--- src/rtl/nibble_seq_pkg.sv ---
// Shared types and constants for the nibble-serial adder.
// The FSM walks IDLE -> ADD (one slice per cycle) -> DONE -> IDLE.
package nibble_seq_pkg;

  localparam int NIBBLE_W = 4;

  typedef enum logic [1:0] {
    IDLE = 2'd0,
    ADD  = 2'd1,
    DONE = 2'd2
  } state_t;

endpackage

--- src/rtl/adder_4bit.sv ---
// 4-bit ripple slice adder with carry in/out; purely combinational, zero latency.
// No flow control: the result follows the inputs within the same cycle.
module adder_4bit (
  input  logic [3:0] a,
  input  logic [3:0] b,
  input  logic       ci,
  output logic [3:0] s,
  output logic       co
);

  assign {co, s} = {1'b0, a} + {1'b0, b} + {4'b0000, ci};

endmodule

--- src/rtl/nibble_add_seq.sv ---
// Nibble-serial W-bit adder: start accepted in IDLE, done pulses NIBBLES+1 cycles later.
// No queuing: start outside IDLE is dropped; results hold until the next accepted start.
module nibble_add_seq
  import nibble_seq_pkg::*;
#(
  parameter int NIBBLES = 4
) (
  input  logic                    clk,
  input  logic                    rst_n,
  input  logic                    start,
  input  logic [NIBBLE_W*NIBBLES-1:0] a,
  input  logic [NIBBLE_W*NIBBLES-1:0] b,
  input  logic                    c_in,
  output logic                    busy,
  output logic                    done,
  output logic [NIBBLE_W*NIBBLES-1:0] sum,
  output logic                    c_out,
  output logic                    ovf
);

  localparam int W     = NIBBLE_W * NIBBLES;
  localparam int IDX_W = (NIBBLES > 1) ? $clog2(NIBBLES) : 1;
  localparam logic [IDX_W-1:0] LAST_IDX = IDX_W'(NIBBLES - 1);

  state_t state, state_nxt;

  logic [IDX_W-1:0]    idx;
  logic [W-1:0]        a_q;
  logic [W-1:0]        b_q;
  logic                carry;
  logic [NIBBLE_W-1:0] nib_a;
  logic [NIBBLE_W-1:0] nib_b;
  logic [NIBBLE_W-1:0] nib_s;
  logic                nib_co;
  logic                top_cin;
  logic                last;

  assign nib_a = a_q[idx*NIBBLE_W +: NIBBLE_W];
  assign nib_b = b_q[idx*NIBBLE_W +: NIBBLE_W];
  assign last  = (idx == LAST_IDX);

  adder_4bit u_adder (
    .a  (nib_a),
    .b  (nib_b),
    .ci (carry),
    .s  (nib_s),
    .co (nib_co)
  );

  // Carry into the MSB recovered from the slice's sum bit; only meaningful on the last slice.
  assign top_cin = nib_a[NIBBLE_W-1] ^ nib_b[NIBBLE_W-1] ^ nib_s[NIBBLE_W-1];

  always_ff @(posedge clk or negedge rst_n) begin
    if (!rst_n) state <= IDLE;
    else        state <= state_nxt;
  end

  always_comb begin
    state_nxt = state;
    case (state)
      IDLE:    if (start) state_nxt = ADD;
      ADD:     if (last)  state_nxt = DONE;
      DONE:    state_nxt = IDLE;
      default: state_nxt = IDLE;
    endcase
  end

  always_ff @(posedge clk or negedge rst_n) begin
    if (!rst_n) begin
      idx   <= '0;
      a_q   <= '0;
      b_q   <= '0;
      carry <= 1'b0;
      sum   <= '0;
      c_out <= 1'b0;
      ovf   <= 1'b0;
    end else begin
      case (state)
        IDLE: begin
          if (start) begin
            a_q   <= a;
            b_q   <= b;
            carry <= c_in;
            idx   <= '0;
          end
        end
        ADD: begin
          sum[idx*NIBBLE_W +: NIBBLE_W] <= nib_s;
          carry <= nib_co;
          if (last) begin
            c_out <= nib_co;
            ovf   <= top_cin ^ nib_co;
          end else begin
            idx <= idx + 1'b1;
          end
        end
        default: ;
      endcase
    end
  end

  assign busy = (state == ADD);
  assign done = (state == DONE);

endmodule

--- config.mk ---
export PLATFORM = sky130hd
export DESIGN_NAME = nibble_add_seq
export DESIGN_NICKNAME = d
export VERILOG_FILES = /design/src/rtl/nibble_seq_pkg.sv /design/src/rtl/adder_4bit.sv /design/src/rtl/nibble_add_seq.sv
export SDC_FILE = /design/constraint.sdc
export NUM_CORES = 1
export LEC_CHECK = 0
export ABC_AREA = 1
export CELL_PAD_IN_SITES_DETAIL_PLACEMENT = 1
export CELL_PAD_IN_SITES_GLOBAL_PLACEMENT = 1
export CORE_AREA = 4 4 86 88
export CTS_BUF_LIST = sky130_fd_sc_hd__clkbuf_4 sky130_fd_sc_hd__clkbuf_8
export DETAILED_ROUTE_END_ITERATION = 10
export DIE_AREA = 0 0 90 92
export GPL_TIMING_DRIVEN = 1
export PLACE_DENSITY = 0.87
export SETUP_SLACK_MARGIN = 0.5
export SYNTH_ARGS = -nofsm -noshare
export SYNTH_HDL_FRONTEND = slang
export SYNTH_SLANG_ARGS = --single-unit
--- constraint.sdc ---
create_clock -name clk -period 2.75 [get_ports clk]
set_input_delay 0.6875 -clock clk [delete_from_list [all_inputs] [get_ports clk]]
set_output_delay 0.6875 -clock clk [all_outputs]
set_load 0.02 [all_outputs]
======== Word-level counts from Yosys, hierarchy flattened ========
Index checks and enable logic that the tools add are counted.
storage, ports and cells
  register bits after elaboration ......... 55
  input bits .............................. 36
  output and inout port bits .............. 20
  word-level logic and storage cells ...... 41
operators by class
  add/subtract/negate cells ............... 4
  equality and inequality tests ........... 6
  shifts and indexed selects .............. 4
  mux-type cells .......................... 9
  bitwise logic cells ..................... 3
  reductions and logical operators ........ 7
operators by type and width
  operator                                               count
  negation 4 -> 34 bit                                   1
  variable shift 4 x 34 -> 16 bit, first input constant  1
  variable part select 4 x 34 -> 16 bit                  1
  variable part select 16 x 5 -> 4 bit                   2
  bitwise mux 16 bit                                     1
  2-to-1 mux 2 bit                                       4
  case mux 2 bit (2 select lines)                        2
  AND reduction 2 bit                                    4
  adder 4 x 4 -> 5 bit                                   1
  adder 5 x 1 -> 5 bit                                   1
  == test 2 bit, second input constant                   2
  != test 2 bit, second input constant                   2
  AND reduction 3 bit                                    1
  XOR 1 bit                                              3
  adder 2 x 1 -> 2 bit, second input constant            1
  == test 2 x 1 -> 1 bit, second input constant          1
  logical NOT 2 bit                                      1
  != test 2 x 1 -> 1 bit, second input constant          1
  case mux 1 bit (2 select lines)                        1
  nonzero test 2 bit                                     1
  2-to-1 mux 1 bit                                       1

======== Logic depth before layout (Yosys ltp) ========
Gate-level depths: netlist of run 1.
  depth after elaboration ................. 5
  gate-level depth with buffers ........... 12
  mapped depth without buffers ............ 11

======== By module ========
From an unflattened synthesis of run 1, not the netlist that was laid out.
second synthesis, totals
  cell total of the unflattened synthesis .. 332
  area total of the unflattened synthesis .. 2705.1 um^2
modules (own cells, without submodules)
  module          instances  cells each  area each (um^2)  sequential area each (um^2)
  nibble_add_seq  1          307         2539.9            1376.3
  adder_4bit      1          25          165.2             0.0

======== Worst setup path after synthesis of run 1 ========
No wires, ideal clock.
  kind .................................... register to register
  from .................................... register idx[0]
  to ...................................... register ovf
  setup time .............................. 0.117 ns
  arrival ................................. 2.348 ns
  data required time ...................... 2.633 ns
  setup slack ............................. 0.286 ns
  cell stages (with the launch flop) ...... 13
  buffers on the path ..................... 1
  clock period less this slack ............ 2.464 ns
  cell sequence ........................... dfrtp_1 > clkinv_1 > buf_2 > nor2_1 > o22ai_1 > fa_1 > fa_1 > nand2_1 > nand2_1 > a21oi_1 > nand2_1 > nand2_1 > nand2_1
between the ends
  word-level cells in the longest chain between the ends .. 5
  elaborated cells on any way between the ends .. 9
  classes of those cells .................. 2 x add/sub; 1 x eq/ne; 2 x shift; 3 x bitwise; 1 x reduce/logical
RTL lines
  item                                                     RTL line                                    text
  start: declaration                                       nibble_add_seq.sv:27                        logic [IDX_W-1:0] idx;
  start signal: assignment                                 nibble_add_seq.sv:94                        idx <= idx + 1'b1;
  variable part select 16 x 5 -> 4 bit (on tied branches)  nibble_add_seq.sv:38, nibble_add_seq.sv:39
  adder 4 x 4 -> 5 bit                                     adder_4bit.sv:11                            assign {co, s} = {1'b0, a} + {1'b0, b} + {4'b0000, ci};
  adder 5 x 1 -> 5 bit                                     adder_4bit.sv:11
  XOR 1 bit                                                nibble_add_seq.sv:51                        assign top_cin = nib_a[NIBBLE_W-1] ^ nib_b[NIBBLE_W-1] ^ nib_s[NIBBLE_W-1];
  XOR 1 bit                                                nibble_add_seq.sv:92                        ovf <= top_cin ^ nib_co;
  end signal: assignment                                   nibble_add_seq.sv:92
  end: declaration                                         nibble_add_seq.sv:18                        output logic ovf
Parallel ways exist; a longest one is shown, timed or not.
A chain may end at the register's enable or synchronous reset.

======== Worst setup path after layout of run 1 ========
  from .................................... register idx[0]
  to ...................................... register sum[14]
between the ends
  word-level cells in the longest chain between the ends .. 5
  elaborated cells on any way between the ends .. 8
  classes of those cells .................. 3 x add/sub; 4 x shift; 1 x mux
RTL lines
  item                                                     RTL line                                    text
  variable part select 16 x 5 -> 4 bit (on tied branches)  nibble_add_seq.sv:38, nibble_add_seq.sv:39
  adder 4 x 4 -> 5 bit                                     adder_4bit.sv:11
  adder 5 x 1 -> 5 bit                                     adder_4bit.sv:11
  variable part select 4 x 34 -> 16 bit                    nibble_add_seq.sv:88                        sum[idx*NIBBLE_W +: NIBBLE_W] <= nib_s;
  bitwise mux 16 bit *                                     nibble_add_seq.sv:88
  end signal: indexed assignment                           nibble_add_seq.sv:88
  end: declaration                                         nibble_add_seq.sv:16                        output logic [NIBBLE_W*NIBBLES-1:0] sum,
Every way passes the cells marked *; elsewhere a longest branch is shown, timed or not.

==> results of run 1 <==
routing by layer:
layer / wire, µm / vias up / global-route usage [%]
met5: 0 / - / 0
met3: 284 / 18 / 3.04
met2: 3870 / 61 / 31.1
met4: 199 / 0 / 6.25
met1: 2940 / 1033 / 20.1
li1: - / 957 / -
Yosys cell counts, drive strengths merged, types with 3 or more instances:
master,instances
nand3,9
nand2,22
clkinv,3
nor2,21
nand4,3
inv,15
o21ai,44
buf,4
o31ai,3
o22ai,8
mux2,32
dfrtp,55
ha,9
clkbuf,3
what timing repair did:
item                       4_1_cts  5_1_grt
resized for setup                8       21
setup endpoints to repair       16       15
setup buffers                    2        7
pin swaps                        1       12
where the power goes:
| group | switching, mW | internal [mW] |
|---|---|---|
| combinational | 1.56 | 1.40 |
| sequential | 0.294 | 1.20 |
| clock | 0.262 | 0.295 |
| total | 2.12 | 2.89 |
registers in the layout (all words and copies together) (netlist names):
name   count
idx        2
ovf        1
state      2
carry      1
b_q       16
a_q       16
sum       16
c_out      1
per-stage QoR:
| stage | hold WS (ns) | std cells |
|---|---|---|
| floorplan | 0.392 | 239 |
| global placement | 0.481 | 371 |
| detailed placement | 0.494 | 371 |
| CTS | 0.404 | 381 |
| global route | 0.438 | 388 |
| finish | 0.400 | 388 |
worst min path at each step:
stage,endpoint,slack (ns),cells past startpoint
2_1_floorplan,a_q[0],0.39,0
3_3_place_gp,sum[15],0.48,2
3_5_place_dp,sum[15],0.49,2
4_1_cts,b_q[3],0.40,1
5_1_grt,sum[12],0.44,1
6_report,a_q[13],0.40,1
logic make-up after synthesis:
family / count (synthesis) / share of synthesized area [%]
AO/OA/AOI/OAI: 57 / 11.4
AND/OR/NAND/NOR: 57 / 9.06
flip-flops: 55 / 51.4
multiplexers: 33 / 17.7
buffers and inverters: 25 / 4.43
adder cells (fa/ha/maj): 11 / 5.70
XOR/XNOR: 1 / 0.327
worst register-to-register path, delay by kind of cell, from the launching register on:
family          cells  cell delay, ns
buf+inv             2            0.32
simple gates        3            0.35
compound gates      2            0.26
flops               1            0.48
fa+ha+maj           2            0.77
xor+xnor            1            0.13
cell type report:
class                      count  area, µm²  area share, %
sequential                    55       1380           38.3
multi-input combinational    159       1250           34.8
timing repair buffer          68        672           18.6
tap                           80        100           2.78
clock buffer                   6       82.6           2.29
inverter                      18       81.3           2.26
clock inverter                 2       35.0          0.972
==> flow_summary_export.csv, run 1 <==
group,metric,value,unit
outcome,status,"completed",
worst_setup_path,cp.buffers_inverters,2,
die,io-pin-count,56,
logic_synthesis,syn_nets,286,
place,io_buffers,55,
worst_setup_path,cp.arrival,2.61,ns
sta,slew_violations,0,
place,place.gp.congestion,0.845,
sta,max_freq,0.424,GHz
finish,nFillCells,702,
die,die_area,0.00828,mm²
power,power_density,1390,mW/mm²
logic_synthesis,async_flop_share,100,%
clocking,htreeDepth,2,
die,rows,30,
worst_setup_path,r2r-end,"sum[14]",
worst_setup_path,cpMaxStageDelayCell,"dfrtp_2",
sta,tightestPinTransition,0.663,ns
place,pre_cts_ws,0.207,ns
global_routing,grt.total_usage,17.1,%
worst_setup_path,end_kind,"flop",
clocking,cts_tree,"yes",
logic_synthesis,post_synth_num_cell_types,25,
clocking,ctsHoldBuffers,0,
clocking,cts_max_path_buffers,2,
clocking,cts-root-buf,"clkbuf_8",
detailed_routing,vias,2069,
worst_setup_path,crit_required,3.00,ns
logic_synthesis,synthFlopType,"dfrtp_1",
power,leakagePower,1.67,nW
logic_synthesis,synth_edf_count,0,
finish,layout_common_cells,"dfrtp_1 (53), clkdlybuf4s50_1 (53), o21ai_0 (33)",
sta,rsz0062_at_grt,"yes",
finish,synthToLayoutAreaGrowth,34.5,%
worst_setup_path,rr_worst_depth,10,
worst_setup_path,r2r-start,"idx[0]",
worst_setup_path,reg2reg_slack,0.39,ns
die,coreArea,0.00664,mm²
place,place_area,0.00334,mm²
detailed_routing,drt-total-wl,7.30,mm
global_routing,grt_pass1_vias,2211,
place,dpl.hpwl,5.05,mm
clocking,clk_latency,0.31,ns
detailed_routing,vias_per_cell,5.33,
detailed_routing,wl_per_cell,18.8,µm
global_routing,grt_max_degree,29,
logic_synthesis,yosysSeqAreaShare,51.4,%
sta,setup_violations,0,
logic_synthesis,syn_area_per_cell,11.2,µm²
job,max_cap_violations,0,
worst_setup_path,cp.depth,10,
sta,finalCritPeriodShare,85.8,%
power,power,5.01,mW
global_routing,grt-ovfl-total,0,
worst_setup_path,critPathKind,"flop to flop",
clocking,clkSlewWorstSetupHoldPaths,0.10,ns
detailed_routing,drcViolationCount,0,
sta,skew,0.0114,ns
worst_setup_path,cpLargestDelayFamily,"adder cells",
finish,fin_util,54.3,%
logic_synthesis,yosys_warnings,0,
worst_setup_path,worst_setup_path_start_kind,"flop",
sta,fin_setup_tns,0,ns
sta,fin_ws,0.390,ns
global_routing,antenna_found_initial,0,
finish,layout.nets,354,
die,start_util,40.3,%
power,ir_drop,0.521,mV
logic_synthesis,synth.area.top_cells,"dfrtp_1 (51%), mux2_4 (16%), o21ai_0 (8.0%), ha_1 (4.2%), nor2_1 (2.9%)",
die,die_w,90,µm
logic_synthesis,synthesis.area,0.00268,mm²
worst_setup_path,slowest_delay,0.48,ns
worst_setup_path,crit_chain,"buf_8 > nor2_1 > o22ai_1 > fa_2 > fa_2 > buf_4 > xnor2_4 > nor2_1 > nand2_1 > o21ai_1",
hold_path,hold_class,"input pin to asynchronous set/reset pin",
logic_synthesis,ys_seq_elements,55,
sta,hold_violations,0,
logic_synthesis,syn_inst,239,
logic_synthesis,yosysTopAreaCellShare,51.4,%
worst_setup_path,setup.worst_path.start,"idx[0]",
die,fp.dieH,92,µm
finish,postLayoutCellArea,0.00360,mm²
detailed_routing,ant_nets,0,
finish,drive_gt1_share,24.4,%
detailed_routing,drt_iter0_drc,53,
detailed_routing,dr.pass1.iters,4,
clocking,cts_buffers,5,
finish,diodes,0,
logic_synthesis,synth_largest_area_cell,"dfrtp_1",
global_routing,grt_first_pass_wirelength,11.2,mm
sta,relSlewSlack,55.8,%
worst_setup_path,crit_end,"sum[14]",
clocking,cts.sinks,55,
sta,period_needed,2.36,ns
worst_setup_path,cp_max_fo,7,
Note: power is estimated with default switching activity, not from simulation.
==> inputs of run 2 (changes only) <==
--- a/config.mk
+++ b/config.mk
@@ -8,12 +8,12 @@
 export ABC_AREA = 1
 export CELL_PAD_IN_SITES_DETAIL_PLACEMENT = 1
 export CELL_PAD_IN_SITES_GLOBAL_PLACEMENT = 1
-export CORE_AREA = 4 4 86 88
+export CORE_AREA = 2 2 84 86
 export CTS_BUF_LIST = sky130_fd_sc_hd__clkbuf_4 sky130_fd_sc_hd__clkbuf_8
 export DETAILED_ROUTE_END_ITERATION = 10
-export DIE_AREA = 0 0 90 92
+export DIE_AREA = 0 0 86 88
 export GPL_TIMING_DRIVEN = 1
-export PLACE_DENSITY = 0.87
+export PLACE_DENSITY_LB_ADDON = 0.25
 export SETUP_SLACK_MARGIN = 0.5
 export SYNTH_ARGS = -nofsm -noshare
 export SYNTH_HDL_FRONTEND = slang
==> flow_summary_export.csv, run 2 (synthesis gave the netlist of run 1 again) <==
group,metric,value,unit
global_routing,grt.met3_usage,3.02,%
worst_setup_path,cp.arrival,2.55,ns
detailed_routing,vias,2043,
outcome,status,"completed",
global_routing,grt_first_pass_wirelength,10.5,mm
global_routing,grt_max_degree,34,
sta,setup_violations,0,
finish,diodes,0,
place,io_buffers,55,
global_routing,grt_pass1_vias,2141,
detailed_routing,wl_per_cell,16.7,µm
detailed_routing,vias_per_cell,5.19,
worst_setup_path,end_kind,"flop",
place,place.gp.congestion,0.832,
place,pre_cts_ws,0.184,ns
finish,multi_input_area,0.00130,mm²
clocking,cts_tree,"yes",
worst_setup_path,rr_worst_depth,9,
worst_setup_path,reg2reg_slack,0.44,ns
detailed_routing,dr.pass1.iters,4,
die,rows,30,
clocking,htreeDepth,2,
die,die_w,86,µm
sta,finalCritPeriodShare,83.9,%
worst_setup_path,r2r-start,"idx[0]",
global_routing,antenna_found_initial,0,
worst_setup_path,critPathKind,"flop to flop",
finish,reg_top3,"a_q (16), b_q (16), sum (16)",
detailed_routing,drcViolationCount,0,
sta,rsz0062_at_grt,"yes",
clocking,cts.sinks,55,
sta,fin_setup_tns,0,ns
global_routing,gr-max-usage-layer,"met2",
place,dpl.hpwl,4.51,mm
clocking,clk_latency,0.31,ns
place,place_area,0.00334,mm²
power,ir_drop,0.492,mV
detailed_routing,ant_nets,0,
finish,synthToLayoutAreaGrowth,36.0,%
die,coreArea,0.00664,mm²
power,leakagePower,1.69,nW
finish,drive_gt1_share,29.0,%
worst_setup_path,r2r-end,"sum[6]",
clocking,cts_max_path_buffers,2,
global_routing,grt-ovfl-total,0,
sta,slew_violations,0,
detailed_routing,drt-total-wl,6.57,mm
finish,register_area,0.00138,mm²
clocking,cts_buffers,5,
sta,relSlewSlack,49.8,%
global_routing,use_met1,22.8,%
clocking,ctsHoldBuffers,0,
sta,max_freq,0.433,GHz
sta,hold_violations,0,
die,io-pin-count,56,
sta,tightestPinTransition,0.753,ns
job,max_cap_violations,0,
die,die_area,0.00757,mm²
finish,postLayoutCellArea,0.00365,mm²
sta,skew,0.0115,ns
clocking,cts-root-buf,"clkbuf_8",
die,fp.dieH,88,µm
global_routing,use_met2,31.1,%
die,start_util,40.3,%
global_routing,grt.total_usage,17.9,%
finish,layout.nets,360,
sta,period_needed,2.31,ns
worst_setup_path,worst_setup_path_start_kind,"flop",
sta,fin_ws,0.442,ns
hold_path,hold_class,"input pin to asynchronous set/reset pin",
power,power_density,1380,mW/mm²
finish,layout_common_cells,"dfrtp_1 (53), clkdlybuf4s50_1 (53), o21ai_0 (29)",
finish,nFillCells,710,
clocking,clkSlewWorstSetupHoldPaths,0.11,ns
detailed_routing,drt_iter0_drc,44,
worst_setup_path,crit_required,3.00,ns
worst_setup_path,cp_max_fo,7,
==> run 2: cell count changes in the layout (fill, tap and decap cells not counted), moves of 2 or more <==
cell / previous run / this run
o22ai_1: 6 / 4
o22ai_2: 2 / 4
clkinv_2: 2 / 4
nand2_2: 3 / 7
o21ai_1: 9 / 12
nand2_1: 18 / 14
buf_4: 9 / 14
buf_6: 0 / 2
o21ai_0: 33 / 29
==> run 2: routing by layer <==
metal | wire [µm] | vias up
met5 | 0 | -
met4 | 156 | 0
met3 | 232 | 11
met2 | 3300 | 54
met1 | 2890 | 1012
li1 | - | 966
==> run 2: layout make-up <==
class | count | share of cell area [%]
inverter | 18 | 2.20
multi-input combinational | 159 | 35.6
sequential | 55 | 37.8
clock inverter | 3 | 0.515
timing repair inverter | 2 | 0.275
clock buffer | 5 | 1.89
tap | 80 | 2.75
timing repair buffer | 72 | 19.0
==> run 2: report_power, final <==
part | switching, mW | internal, mW
Sequential | 0.281 | 1.20
Combinational | 1.60 | 1.48
Clock | 0.272 | 0.180
Total | 2.15 | 2.86
==> run 2: worst max-delay path by stage <==
stage	to	slack, ns	start
6_report	sum[6]	0.44	idx[0]
5_1_grt	sum[6]	0.35	idx[0]
4_1_cts	ovf	0.44	idx[0]
3_5_place_dp	ovf	0.18	idx[0]
3_3_place_gp	ovf	0.29	idx[0]
2_1_floorplan	ovf	0.54	idx[0]
==> run 2: worst max-delay path, cell delays in order, from the launching register on <==
cell and delay [ns]:
dfrtp_2 0.50, buf_6 0.16, o21ai_4 0.12, o22ai_2 0.11
fa_2 0.38, fa_2 0.40, xnor2_2 0.16, nor2_1 0.17
nand2_1 0.10, o21ai_1 0.13
==> run 2: stage by stage <==
step	utilization [%]	cells	hold slack, ns	total power, mW
after detailed placement	50.3	372	0.480	3.91
after global placement	50.3	372	0.471	3.83
after CTS	53.0	388	0.453	4.49
final	54.9	394	0.433	5.01
after floorplan	-	239	0.392	3.13
after global routing	54.9	394	0.478	5.42
==> run 2: repair_timing <==
item                                    CTS  global route
endpoints found under the setup margin   16            16
gates resized for setup                  13            31
pin swaps                                 4            15
cloned                                    1             1
buffers inserted                          7             5
endpoints found under the hold margin     0             0
